===== config.mk =====
export PLATFORM = sky130hd
export DESIGN_NAME = seq_multiplier
export DESIGN_NICKNAME = d
export VERILOG_FILES = /design/src/rtl/seq_multiplier_pkg.sv /design/src/rtl/seq_mult_step.sv /design/src/rtl/seq_multiplier.sv
export SDC_FILE = /design/constraint.sdc
export NUM_CORES = 1
export LEC_CHECK = 0
export ABC_AREA = 1
export BUFFER_PORTS_ARGS = -buffer_cell sky130_fd_sc_hd__buf_2
export CORE_MARGIN = 4
export CORE_UTILIZATION = 40
export CTS_CLUSTER_DIAMETER = 60
export CTS_CLUSTER_SIZE = 25
export DETAILED_ROUTE_END_ITERATION = 10
export GPL_TIMING_DRIVEN = 0
export RECOVER_POWER = 25
export SLEW_MARGIN = 20
export SYNTH_ARGS = -nofsm -noshare
export SYNTH_HDL_FRONTEND = slang
export SYNTH_HIERARCHICAL = 1
export SYNTH_SLANG_ARGS = --single-unit

===== constraint.sdc =====
create_clock -name clk -period 2.6 [get_ports clk]
set_input_delay 0.13 -clock clk [delete_from_list [all_inputs] [get_ports clk]]
set_output_delay 0.13 -clock clk [all_outputs]
set_load 0.1 [all_outputs]

===== src/rtl/seq_multiplier_pkg.sv =====
// Shared definitions for the shift-add multiplier and its neighbouring datapath blocks.
package seq_multiplier_pkg;

    localparam int unsigned DATA_WIDTH = 16;

    typedef enum logic [1:0] {
        IDLE = 2'd0,
        RUN  = 2'd1,
        DONE = 2'd2
    } state_e;

endpackage


===== src/rtl/seq_mult_step.sv =====
// One shift-add iteration: accumulate the shifted multiplicand when the multiplier LSB is set.
module seq_mult_step #(
    parameter int unsigned W = 32
) (
    input  logic [W-1:0] acc_i,
    input  logic [W-1:0] mcand_i,
    input  logic         mplier_lsb_i,
    output logic [W-1:0] acc_o
);

    always_comb begin
        acc_o = acc_i;
        if (mplier_lsb_i) begin
            acc_o = acc_i + mcand_i;
        end
    end

endmodule


===== src/rtl/seq_multiplier.sv =====
// Fixed-latency unsigned shift-add multiplier; done pulses once per product to load
// the downstream datapath register.
module seq_multiplier
    import seq_multiplier_pkg::*;
#(
    parameter int unsigned WIDTH = DATA_WIDTH
) (
    input  logic             clk,
    input  logic             rst,
    input  logic [WIDTH-1:0] a,
    input  logic [WIDTH-1:0] b,
    input  logic             start,
    output logic             busy,
    output logic             done,
    output logic [WIDTH-1:0] result,
    output logic [WIDTH-1:0] result_hi,
    output logic             overflow
);

    localparam int unsigned PW = 2 * WIDTH;
    localparam int unsigned CW = $clog2(WIDTH) + 1;
    localparam logic [CW-1:0] LAST = CW'(WIDTH - 1);

    state_e           state_q;
    logic [PW-1:0]    acc_q;
    logic [PW-1:0]    mcand_q;
    logic [WIDTH-1:0] mplier_q;
    logic [CW-1:0]    count_q;
    logic             busy_q;
    logic             done_q;
    logic [WIDTH-1:0] result_q;
    logic [WIDTH-1:0] result_hi_q;
    logic             overflow_q;
    logic [PW-1:0]    acc_d;

    seq_mult_step #(.W(PW)) u_step (
        .acc_i        (acc_q),
        .mcand_i      (mcand_q),
        .mplier_lsb_i (mplier_q[0]),
        .acc_o        (acc_d)
    );

    always_ff @(posedge clk) begin
        if (rst) begin
            state_q     <= IDLE;
            acc_q       <= '0;
            mcand_q     <= '0;
            mplier_q    <= '0;
            count_q     <= '0;
            busy_q      <= 1'b0;
            done_q      <= 1'b0;
            result_q    <= '0;
            result_hi_q <= '0;
            overflow_q  <= 1'b0;
        end else begin
            case (state_q)
                IDLE: begin
                    done_q <= 1'b0;
                    if (start) begin
                        mcand_q  <= PW'(a);
                        mplier_q <= b;
                        acc_q    <= '0;
                        count_q  <= '0;
                        busy_q   <= 1'b1;
                        state_q  <= RUN;
                    end
                end
                RUN: begin
                    acc_q    <= acc_d;
                    mcand_q  <= mcand_q << 1;
                    mplier_q <= mplier_q >> 1;
                    count_q  <= count_q + CW'(1);
                    // Final iteration: publish the product straight from the adder output.
                    if (count_q == LAST) begin
                        state_q     <= DONE;
                        busy_q      <= 1'b0;
                        done_q      <= 1'b1;
                        result_q    <= acc_d[WIDTH-1:0];
                        result_hi_q <= acc_d[PW-1:WIDTH];
                        overflow_q  <= |acc_d[PW-1:WIDTH];
                    end
                end
                DONE: begin
                    done_q  <= 1'b0;
                    state_q <= IDLE;
                end
                default: begin
                    busy_q  <= 1'b0;
                    done_q  <= 1'b0;
                    state_q <= IDLE;
                end
            endcase
        end
    end

    assign busy      = busy_q;
    assign done      = done_q;
    assign result    = result_q;
    assign result_hi = result_hi_q;
    assign overflow  = overflow_q;

endmodule


* After elaboration in Yosys (flattened, before gate mapping)
Index checks and enable logic that the tools add are counted.
Cells by class: reduce and logical (&&, ||, !) cells 8, multiply operators 0, div/mod/pow operators 0, add/subtract/negate cells 2, $lt $le $gt $ge 0, bitwise gates (word level) 2, mux-type cells 15, shifts and indexed selects 0, equality and inequality tests 5
Operator list (count):
- 32-bit case mux with 2 select lines | 2
- 32-bit 2-to-1 mux | 3
- 32-bit adder | 1
- 16-bit case mux with 2 select lines | 1
- 16-bit 2-to-1 mux | 1
- 16-bit OR reduction | 1
- 5-bit case mux with 2 select lines | 1
- 2-bit AND reduction | 3
- 5-bit by 1-bit adder with 5-bit output (second input constant) | 1
- 5-bit by 4-bit == test with 1-bit output (second input constant) | 1
- 5-bit 2-to-1 mux | 1
- 2-bit 2-to-1 mux | 2
- 2-bit != test (second input constant) | 2
- 2-bit case mux with 2 select lines | 1
- 1-bit case mux with 3 select lines | 1
- 3-bit AND reduction | 1
- 2-bit by 1-bit == test with 1-bit output (second input constant) | 1
- 2-bit == test (second input constant) | 1
- 2-bit zero test | 1
- 1-bit 2-to-1 mux | 2
- 1-bit inverter | 2
- 2-bit nonzero test | 1
- 2-bit OR reduction | 1
Storage, ports and cells: flip-flop bits (word level) 122, memory bits (writable) 0, output and inout port bits 35, input port bits 35, latch bits 0, memories kept 0, logic and storage cells 42, bits in read-only memories 0

* Logic depth before layout (Yosys ltp)
Gate-level depths: netlist (run 1).
depth in word-level cells 3, depth in mapped cells 18, depth with buffers taken out 18

* Modules after synthesis
The synthesis (run 1) kept the hierarchy.
By module, submodules not included:
- seq_multiplier | area each 4747.1 sq um, cells an instance 631, times used 1
- seq_mult_step | area each 2782.7 sq um, cells an instance 577, times used 1

* Worst setup path before layout (run 1)
OpenSTA, ideal clock, no wires.
path type register to register, start reg acc_q[0], end reg overflow_q (netlist: overflow), slack 0.454 ns, buffers on the path 0, cell stages (with the launch flop) 17, setup time 0.109 ns, period minus slack after synthesis 2.146 ns, arrival time 2.037 ns, required time 2.491 ns, cells stage by stage dfxtp_1 -> ha_1 -> fa_1 -> nand3_1 -> nand3_1 -> nand3_1 -> nand3_2 -> nand3_1 -> nand3_1 -> nand3_1 -> nand2_1 -> nor2_1 -> nand2_1 -> nor2_1 -> nand3_1 -> nand2_1 -> inv_1
On the way: longest elaborated chain between the ends 3
RTL lines:
- from (decl) | line seq_multiplier.sv:25 | logic [PW-1:0] acc_q;
- from (signal assigned) | line seq_multiplier.sv:46 | acc_q <= '0;
- from (signal assigned) | line seq_multiplier.sv:62 | acc_q <= '0;
- from (signal assigned) | line seq_multiplier.sv:69 | acc_q <= acc_d;
- 32-bit adder | line seq_mult_step.sv:14 | acc_o = acc_i + mcand_i;
- 32-bit 2-to-1 mux | line seq_mult_step.sv:13 | if (mplier_lsb_i) begin
- via acc_d[20] | line seq_multiplier.sv:34 | logic [PW-1:0] acc_d;
- 16-bit OR reduction | line seq_multiplier.sv:80 | overflow_q <= |acc_d[PW-1:WIDTH];
- to (signal assigned) | line seq_multiplier.sv:80
- to (decl) | line seq_multiplier.sv:33 | logic overflow_q;
The timed path passes the listed nets, and every way through them passes these cells. A chain may end at the register's enable or synchronous reset.

* Worst setup path after layout (run 1)
start reg mcand_q[0], end reg overflow_q (netlist: overflow)
On the way: longest elaborated chain between the ends 3
RTL lines:
- from (decl) | line seq_multiplier.sv:26 | logic [PW-1:0] mcand_q;
- from (signal assigned) | line seq_multiplier.sv:60 | mcand_q <= PW'(a);
- from (signal assigned) | line seq_multiplier.sv:70 | mcand_q <= mcand_q << 1;
- 32-bit adder | line seq_mult_step.sv:14
- 32-bit 2-to-1 mux | line seq_mult_step.sv:13
- via acc_d[22] | line seq_multiplier.sv:34
- 16-bit OR reduction | line seq_multiplier.sv:80
The timed path passes the listed nets, and every way through them passes these cells.

==> results of run 1 <==
timing repair:
action	CTS	global route
hold endpoints to repair	26	0
setup buffers	1	1
gates resized for setup	4	14
setup endpoints to repair	1	1
pin swaps	1	1
gates cloned	0	0
hold buffers	26	0
worst max-delay path, stage by stage (launching register included):
cell,delay (ns)
sky130_fd_sc_hd__dfxtp_1,0.35
sky130_fd_sc_hd__ha_2,0.22
sky130_fd_sc_hd__fa_2,0.39
sky130_fd_sc_hd__buf_4,0.16
sky130_fd_sc_hd__nand2_1,0.07
sky130_fd_sc_hd__nand3_2,0.09
sky130_fd_sc_hd__nand2_1,0.10
sky130_fd_sc_hd__nand2_2,0.14
sky130_fd_sc_hd__nand2_2,0.10
sky130_fd_sc_hd__nand3_1,0.07
sky130_fd_sc_hd__nand3_1,0.09
sky130_fd_sc_hd__nand2_1,0.07
sky130_fd_sc_hd__nor2_1,0.08
sky130_fd_sc_hd__nand2_1,0.09
sky130_fd_sc_hd__nor2_4,0.15
sky130_fd_sc_hd__nand3_1,0.09
sky130_fd_sc_hd__nand2_1,0.06
sky130_fd_sc_hd__inv_1,0.03
state kept, by name (all words and copies together) (netlist names):
register	flops
count_q	5
overflow	1
state_q	2
acc_q	32
done	1
result_hi	16
result	16
mcand_q	32
busy	1
mplier_q	16
how the worst min path moves through the flow:
stage	start	endpoint	cells after the start
finish	b[13]	mplier_q[13]	5
global route	rst	mplier_q[0]	2
CTS	a[14]	mcand_q[14]	5
detailed placement	b[15]	mplier_q[15]	3
global placement	b[15]	mplier_q[15]	3
floorplan	a[0]	mcand_q[0]	2
layer usage:
metal / vias to the layer above / track usage (%) / wire length, um
met5: - / 0 / 0
met4: 0 / 6.60 / 445
met3: 26 / 4.05 / 1120
met2: 228 / 35.9 / 10400
met1: 3542 / 30.8 / 11400
li1: 4003 / - / -
cells by family (layout without fill, tap and decap cells):
logic type / Yosys count / count (layout) / share of synthesized area, %
adders and majority gates: 34 / 34 / 5.75
and+or+nand+nor: 687 / 687 / 38.9
buffers and inverters: 225 / 353 / 12.1
DFF: 122 / 122 / 32.4
xor gates and xnor gates: 14 / 14 / 1.63
AOI/OAI and AO/OA: 126 / 126 / 9.27
layout by cell type, fill, tap and decap left out, types with 2 or more instances in the layout:
cell,count
sky130_fd_sc_hd__nand4_1,4
sky130_fd_sc_hd__ha_1,32
sky130_fd_sc_hd__inv_2,5
sky130_fd_sc_hd__o22ai_1,3
sky130_fd_sc_hd__o21ai_0,66
sky130_fd_sc_hd__inv_1,173
sky130_fd_sc_hd__buf_4,5
sky130_fd_sc_hd__nand3b_1,3
sky130_fd_sc_hd__a21oi_1,25
sky130_fd_sc_hd__inv_8,3
sky130_fd_sc_hd__clkbuf_16,17
sky130_fd_sc_hd__bufinv_16,2
sky130_fd_sc_hd__a21oi_2,3
sky130_fd_sc_hd__inv_6,6
sky130_fd_sc_hd__nor3_1,3
sky130_fd_sc_hd__nand3_4,2
sky130_fd_sc_hd__o21bai_1,2
sky130_fd_sc_hd__dlygate4sd3_1,26
sky130_fd_sc_hd__clkinv_1,2
sky130_fd_sc_hd__nand2_2,17
sky130_fd_sc_hd__nor2_4,3
sky130_fd_sc_hd__o21ai_2,10
sky130_fd_sc_hd__buf_2,61
sky130_fd_sc_hd__buf_6,3
sky130_fd_sc_hd__dfxtp_1,122
sky130_fd_sc_hd__nand2_1,399
sky130_fd_sc_hd__nand3_1,140
sky130_fd_sc_hd__nor2_1,98
sky130_fd_sc_hd__nand3_2,7
sky130_fd_sc_hd__clkbuf_1,45
sky130_fd_sc_hd__clkinvlp_4,3
sky130_fd_sc_hd__xnor2_1,13
sky130_fd_sc_hd__o21ai_1,12
sky130_fd_sc_hd__nor2_2,7
metrics by stage:
| stage | hold slack (ns) | util (%) | setup TNS [ns] |
|---|---|---|---|
| floorplan | 0.278 | - | 0 |
| global placement | 0.395 | 44.8 | -0.282 |
| detailed placement | 0.393 | 44.8 | -0.268 |
| CTS | 0.00145 | 49.6 | 0 |
| global route | 0.0359 | 49.7 | 0 |
| finish | 0.0145 | 49.7 | 0 |
final cells by class:
| cell class | count | share of cell area [%] |
|---|---|---|
| clock buffers | 17 | 4.70 |
| plain buffers | 45 | 2.54 |
| flip-flops and latches | 122 | 27.0 |
| inverters | 180 | 7.46 |
| repair buffers | 96 | 6.40 |
| well taps | 229 | 3.17 |
| clock inverters | 15 | 1.96 |
| multi-input cells | 861 | 46.8 |
power breakdown:
part	switching [mW]	internal, mW	leakage, nW
Sequential	0.0330	1.91	0.988
Combinational	0.249	0.132	3.22
Clock	1.03	1.45	0.288
Total	1.31	3.49	4.50
==> results.txt, run 1 <==
The final net count is 1392. The tools report the clock latency on the worst-skew pair as 0.42 ns. Using the TritonRoute via totals, the vias-per-cell ratio works out to 4.98. Kind of start point of the critical path: a flip-flop. Synthesis produced a netlist with a net count of 1277. Setup repair after global routing left no endpoint under its margin. In the synthesized netlist, the number of instances is 1208. The non-filler instance count after layout is 1565, and the fraction of layout instances using a drive strength above 1 is 12.1%.

By count the netlist is led by sky130_fd_sc_hd__nand2_1 (400), sky130_fd_sc_hd__inv_1 (172), sky130_fd_sc_hd__nand3_1 (143). Once routing completed, OpenROAD measured the worst setup slack at 0.148 ns. In this run the core area contains 49 standard-cell rows.

The count of cell types in the netlist came out at 39. The number of antenna violations at the first check in global routing is 0. The logs give 23400 um for the routed wire length and 2 for the buffer depth of the longest clock path. The count of final hold-check violations is 0. TritonCTS built the clock tree. For this configuration, the core starts out at a cell density of 41.4%. Measured along the x axis, the die boundary spans 145 um. Across the whole layout, storage elements account for 2440 sq um. The number of top-level design ports came out at 70. The reg-to-reg critical path endpoint was overflow. In the final routed layout, each cell accounts on average for 15.0 um.

The tools report the last weighted congestion value of the routability-driven placer as 0.894. The worst hold path class is in2reg. Entering global routing, the biggest net connects 17 pins.

The top-area cell type share of the netlist area came out at 32.4%. The cell count after placement was 1505; the fraction of synthesis flops using an asynchronous set or reset pin was 0%. The tools report the launch point of the critical path as mcand_q[0]. The run gives 0.603 mV as the maximum vdd ir drop.

The largest area contributor in the netlist is sky130_fd_sc_hd__dfxtp_1. The time the final worst path needs with I/O delays and setup is 2.45 ns. Once detail routing completed, the nets flagged for antenna violations numbered 0.

In this run, CTS created clock tree buffers numbering 17. Summing every instance area after synthesis gives 7530 sq um. For the multi-input gate area in the final layout, the log shows 4230 sq um. After global routing the overflow that remains totals 0.

For the clock skew after layout, the log shows 0.00966 ns. The worst register-to-register path begins at mcand_q[0]. The number of pins with negative max-slew slack in the final report came out at 0. The post-detailed-placement half-perimeter wirelength was 18200 um; the number of synthesized flops with an enable pin was 0.

The tools report the initial detailed-routing violation count as 548. After synthesis, the cell types taking the most area are sky130_fd_sc_hd__dfxtp_1 (32%), sky130_fd_sc_hd__nand2_1 (20%), sky130_fd_sc_hd__nand3_1 (9.5%). The via count of the first global-routing pass was 7279.

The worst pin sits at a relative slew slack of 20.1%. The capturing element type of the critical path was a flip-flop. Input and output buffers added on the ports amount to 68. The total power after layout is 4.80 mW, and the worst-case reg-to-reg path depth is 17.

Synthesis inferred 122 register bits. From synthesis to final layout, the design area changed by 20.2%. For the required time of the critical path, the log shows 2.92 ns. The area of the die was 21100 sq um; the global-route wire length before repair was 38100 um. The floorplan step set the die height to 145 um. The worst path uses 94.3% of the clock period. The tools report the clock net sink count as 122.

Number of remaining DRC errors: 0. After routing the design area is 9050 sq um. The run gives 7 as the number of detailed-route iterations in the first pass.

Across the run, the number of max-cap violations was 0. Power spread over the standard cell area amounts to 530 nW/um^2. Once placement finished, the instance area stood at 8160 sq um. The critical path class is reg2reg.

The cell sitting at the root of the clock tree is a sky130_fd_sc_hd__clkbuf_16. The mean instance size in the synthesized netlist is 6.23 sq um, and the arrival time of data at the critical path endpoint is 2.78 ns. The flow ran to the end, and the final reports show no timing, DRC or antenna violations.

Yosys printed 6 warnings. Derived from the worst setup path, the maximum achievable clock frequency is 0.408 GHz. Setup slack at placement: -0.268 ns.

Timing endpoint of the critical path: overflow. At the pin with the least slew margin, the transition time is 1.20 ns. The tools report the leakage component of the power as 4.50 nW. In this run the number of H-tree levels came out at 4. The run gives 0 as the number of inserted diodes.

Cell with the most instances after synthesis: sky130_fd_sc_hd__nand2_1. The logs give 0.15 ns for the internal reg-to-reg setup slack and 0 for the final number of setup-violating endpoints. For this run, the leading register cell type out of synthesis is sky130_fd_sc_hd__dfxtp_1. For the number of fill cells in the layout, the log shows 1875.

Of all nets on the critical path, the largest fanout is 3. The global routing usage summed across all routing layers came out at 22.4%. The core region is 18200 sq um.

The logs give 32.4% for the register area share after synthesis and 7799 for the total via count after detailed routing. Clock transition time at the flip-flop clock pins of the worst setup and hold paths: 0.07 ns.
No activity file was read; power rests on OpenSTA's default activity.
==> run 2, diff against run 1 <==
SETUP_SLACK_MARGIN = 0.4   (was unset)
==> results.txt, run 2 (synthesis gave the netlist of run 1 again) <==
For the number of remaining DRC errors, the log shows 0 (unchanged). The max-cap violation count is 0 (unchanged). The routed wire length is 24100 um (+2.8%), and the total negative slack for setup checks is 0 ns (unchanged). The run gives 0 (unchanged) as the count of final hold-check violations. The run gives 1090 um (-2.8%) as the met3 layer wire length in the routed design. STA classifies the critical path endpoint as a flip-flop. The worst path buffer plus inverter count is 2 (unchanged).

Critical register-to-register path startpoint: mcand_q[0]. Setup repair after global routing could not meet its margin everywhere. The transition at the pin with the smallest max-transition slack is 1.20 ns (-0.000389 ns). The average detailed-routed wire length per instance was 15.3 um (+2.1%). The number of pins with negative max-slew slack in the final report is 0 (unchanged).

The uppermost layer routed is met4. Share of the cycle needed by the critical path after routing: 90.7% (-3.6 points). The worst hold path begins at rst. Time the final worst path needs with I/O delays and setup: 2.36 ns (-0.0931 ns). Dominant cell type by count on the critical path: sky130_fd_sc_hd__nand2_1.

The power density over the cells was 505 nW/um^2 (-4.9%). The clock latency on the worst-skew pair was 0.43 ns (about the same); the horizontal extent of the die was 145 um (unchanged). Leaving out fill and tap cells, the most frequent cell in the layout is sky130_fd_sc_hd__nand2_1. The post-detailed-placement half-perimeter wirelength is 18200 um (unchanged). The global-route wire length before repair was 38600 um (+1.3%). The run gives 21100 sq um (unchanged) as the area of the die. The run gives 1576 (+0.70%) as the non-filler instance count after layout. The detailed-route wire length on metal 1 was 11700 um (+2.1%); the count of cells along the worst hold path was 2 (-3).

The worst setup path is of the reg2reg kind. Walking the worst path, the cells encountered are ha_4, fa_2, buf_6, nand2_1, nand3_2, nand2_2, nand2_4, nand2_2, nand3_1, nand3_1, nand2_1, nor2_1, nand2_1, nor2_4, nand3_2, nand2_1, inv_1. The clock transition time at the flip-flop clock pins of the worst setup and hold paths is 0.06 ns (about the same). The tools report the final number of setup-violating endpoints as 0 (unchanged). The largest registers in the layout are acc_q x32, mcand_q x32. The logs give 22.7% (+0.31 points) for the global routing usage summed across all routing layers and 0.611 mV (+1.3%) for the maximum vdd ir drop. The maximum number of pins on one net before global-route repair was 17 (unchanged); the worst-case reg-to-reg path depth was 17 (unchanged). The final net count came out at 1403 (+0.79%). The logs give 10800 um (+3.6%) for the detailed route wirelength on metal2 and 0 (unchanged) for the number of inserted diodes. The maximum cell stage delay along the critical path came out at 0.46 ns (+0.07 ns). The path with the worst hold slack has its endpoint at mcand_q[0]. The number of placement rows is 49 (unchanged), and the maximum level of the CTS H-tree is 4 (unchanged). Achievable clock frequency: 0.424 GHz (+3.9%). Number of nets with antenna violations after routing: 0 (unchanged).

In the layout the commonest cells are sky130_fd_sc_hd__nand2_1 (388), sky130_fd_sc_hd__inv_1 (173), sky130_fd_sc_hd__nand3_1 (134), sky130_fd_sc_hd__dfxtp_1 (95), sky130_fd_sc_hd__nor2_1 (89). TritonCTS built the clock tree. The number of buffers created by CTS came out at 17 (unchanged). The run gives 122 (unchanged) as the clock net sink count. The total via count after detailed routing is 7901 (+1.3%), and the largest fanout on the critical path is 3 (unchanged). The number of detailed-route iterations in the first pass was 6 (-1); the initial detailed-routing violation count was 575 (+4.9%).

For the required time of the critical path, the log shows 2.93 ns (about the same). The total power after layout is 4.83 mW (+0.64%). The tools report the reg-to-reg critical path endpoint as overflow. The number of antenna violations at the first check in global routing was 0 (unchanged); the via density per instance was 5.01 (+0.60%). The max-slew headroom at the worst pin came out at 20.1% (+0.026 points).

The leakage component of the power came out at 4.55 nW (+1.1%). The run finished with clean final reports. The cell family contributing the most delay on the critical path is simple AND/OR/NAND/NOR gates. The run gives 70 (unchanged) as the number of top-level design ports. Buffer cell driving the clock tree root: sky130_fd_sc_hd__clkbuf_16. For the arrival time of data at the critical path endpoint, the log shows 2.68 ns (-0.10 ns).

For the internal reg-to-reg setup slack, the log shows 0.24 ns (+0.09 ns). Kind of start point of the critical path: a flip-flop. The last weighted congestion value of the routability-driven placer was 0.894 (unchanged).

The residual overflow from global routing came out at 0 (unchanged). The number of input and output port buffers inserted is 68 (unchanged). The tightest min-delay check is of the in2reg type. The via count of the first global-routing pass was 7374 (+1.3%); the fraction of layout instances using a drive strength above 1 was 18.9% (+6.9 points).

The vertical die dimension is 145 um (unchanged). The run gives 18200 sq um (unchanged) as the area of the placeable core. The buffer depth of the longest clock path came out at 2 (unchanged).

Cell count after placement: 1505 (unchanged). The largest individual stage delay along the critical path comes from the cell sky130_fd_sc_hd__fa_2. The number of fill cells in the layout is 1824 (-2.7%). The area growth from synthesis to layout came out at 27.2%.

The initial core utilization was 41.4% (unchanged). Clock skew after layout: 0.00918 ns (-0.000480 ns).
==> run 2: worst max path at each step <==
stage | end | depth (start not counted) | start
2_1_floorplan | overflow | 16 | acc_q[0]
3_3_place_gp | overflow | 16 | mcand_q[0]
3_5_place_dp | overflow | 16 | mcand_q[0]
4_1_cts | overflow | 16 | mcand_q[0]
5_1_grt | overflow | 16 | mcand_q[0]
6_report | overflow | 17 | mcand_q[0]
==> run 2: worst register-to-register path: cells and delay by family, from the launching register on <==
| kind | cells | cell delay (ns) |
|---|---|---|
| buf+inv | 2 | 0.18 |
| simple gates | 13 | 1.09 |
| flops | 1 | 0.36 |
| fa+ha+maj | 2 | 0.63 |
==> run 2: cell type report <==
cell class / instances / area, sq um / share of cell area, %
Clock buffer: 17 / 425 / 4.44
Timing Repair Buffer: 107 / 666 / 6.95
Buffer: 45 / 231 / 2.42
Multi-Input combinational cell: 861 / 4630 / 48.4
Clock inverter: 15 / 178 / 1.86
Inverter: 180 / 676 / 7.06
Sequential cell: 122 / 2480 / 25.9
Tap cell: 229 / 287 / 2.99
==> run 2: repair_timing <==
item,in CTS,in global routing
hold buffers,26,0
endpoints found under the setup margin,23,42
hold endpoints to repair,26,0
setup buffers,12,1
pin swaps,18,9
gates resized for setup,66,58
==> run 2: metrics by stage <==
| stage | utilization (%) | area [sq um] | setup slack, ns | hold slack [ns] |
|---|---|---|---|---|
| after CTS | 51.9 | 9440 | 0.320 | 0.00136 |
| after global placement | 44.8 | 8160 | -0.282 | 0.395 |
| final | 52.6 | 9580 | 0.241 | 0.0206 |
| after floorplan | - | 7530 | 0.454 | 0.278 |
| after global routing | 52.6 | 9580 | 0.151 | 0.0359 |
| after detailed placement | 44.8 | 8160 | -0.268 | 0.393 |
==> run 2: metal layers <==
| metal | vias to the layer above | global-route usage [%] |
|---|---|---|
| met1 | 3625 | 30.9 |
| met4 | 0 | 6.60 |
| met2 | 212 | 36.9 |
| met5 | - | 0 |
| met3 | 34 | 4.05 |
| li1 | 4030 | - |
==> run 2: report_power, final <==
part | switching (mW) | internal (mW) | total (mW)
combinational | 0.254 | 0.150 | 0.404
clock | 1.03 | 1.45 | 2.48
sequential | 0.0403 | 1.91 | 1.95
total | 1.32 | 3.51 | 4.83
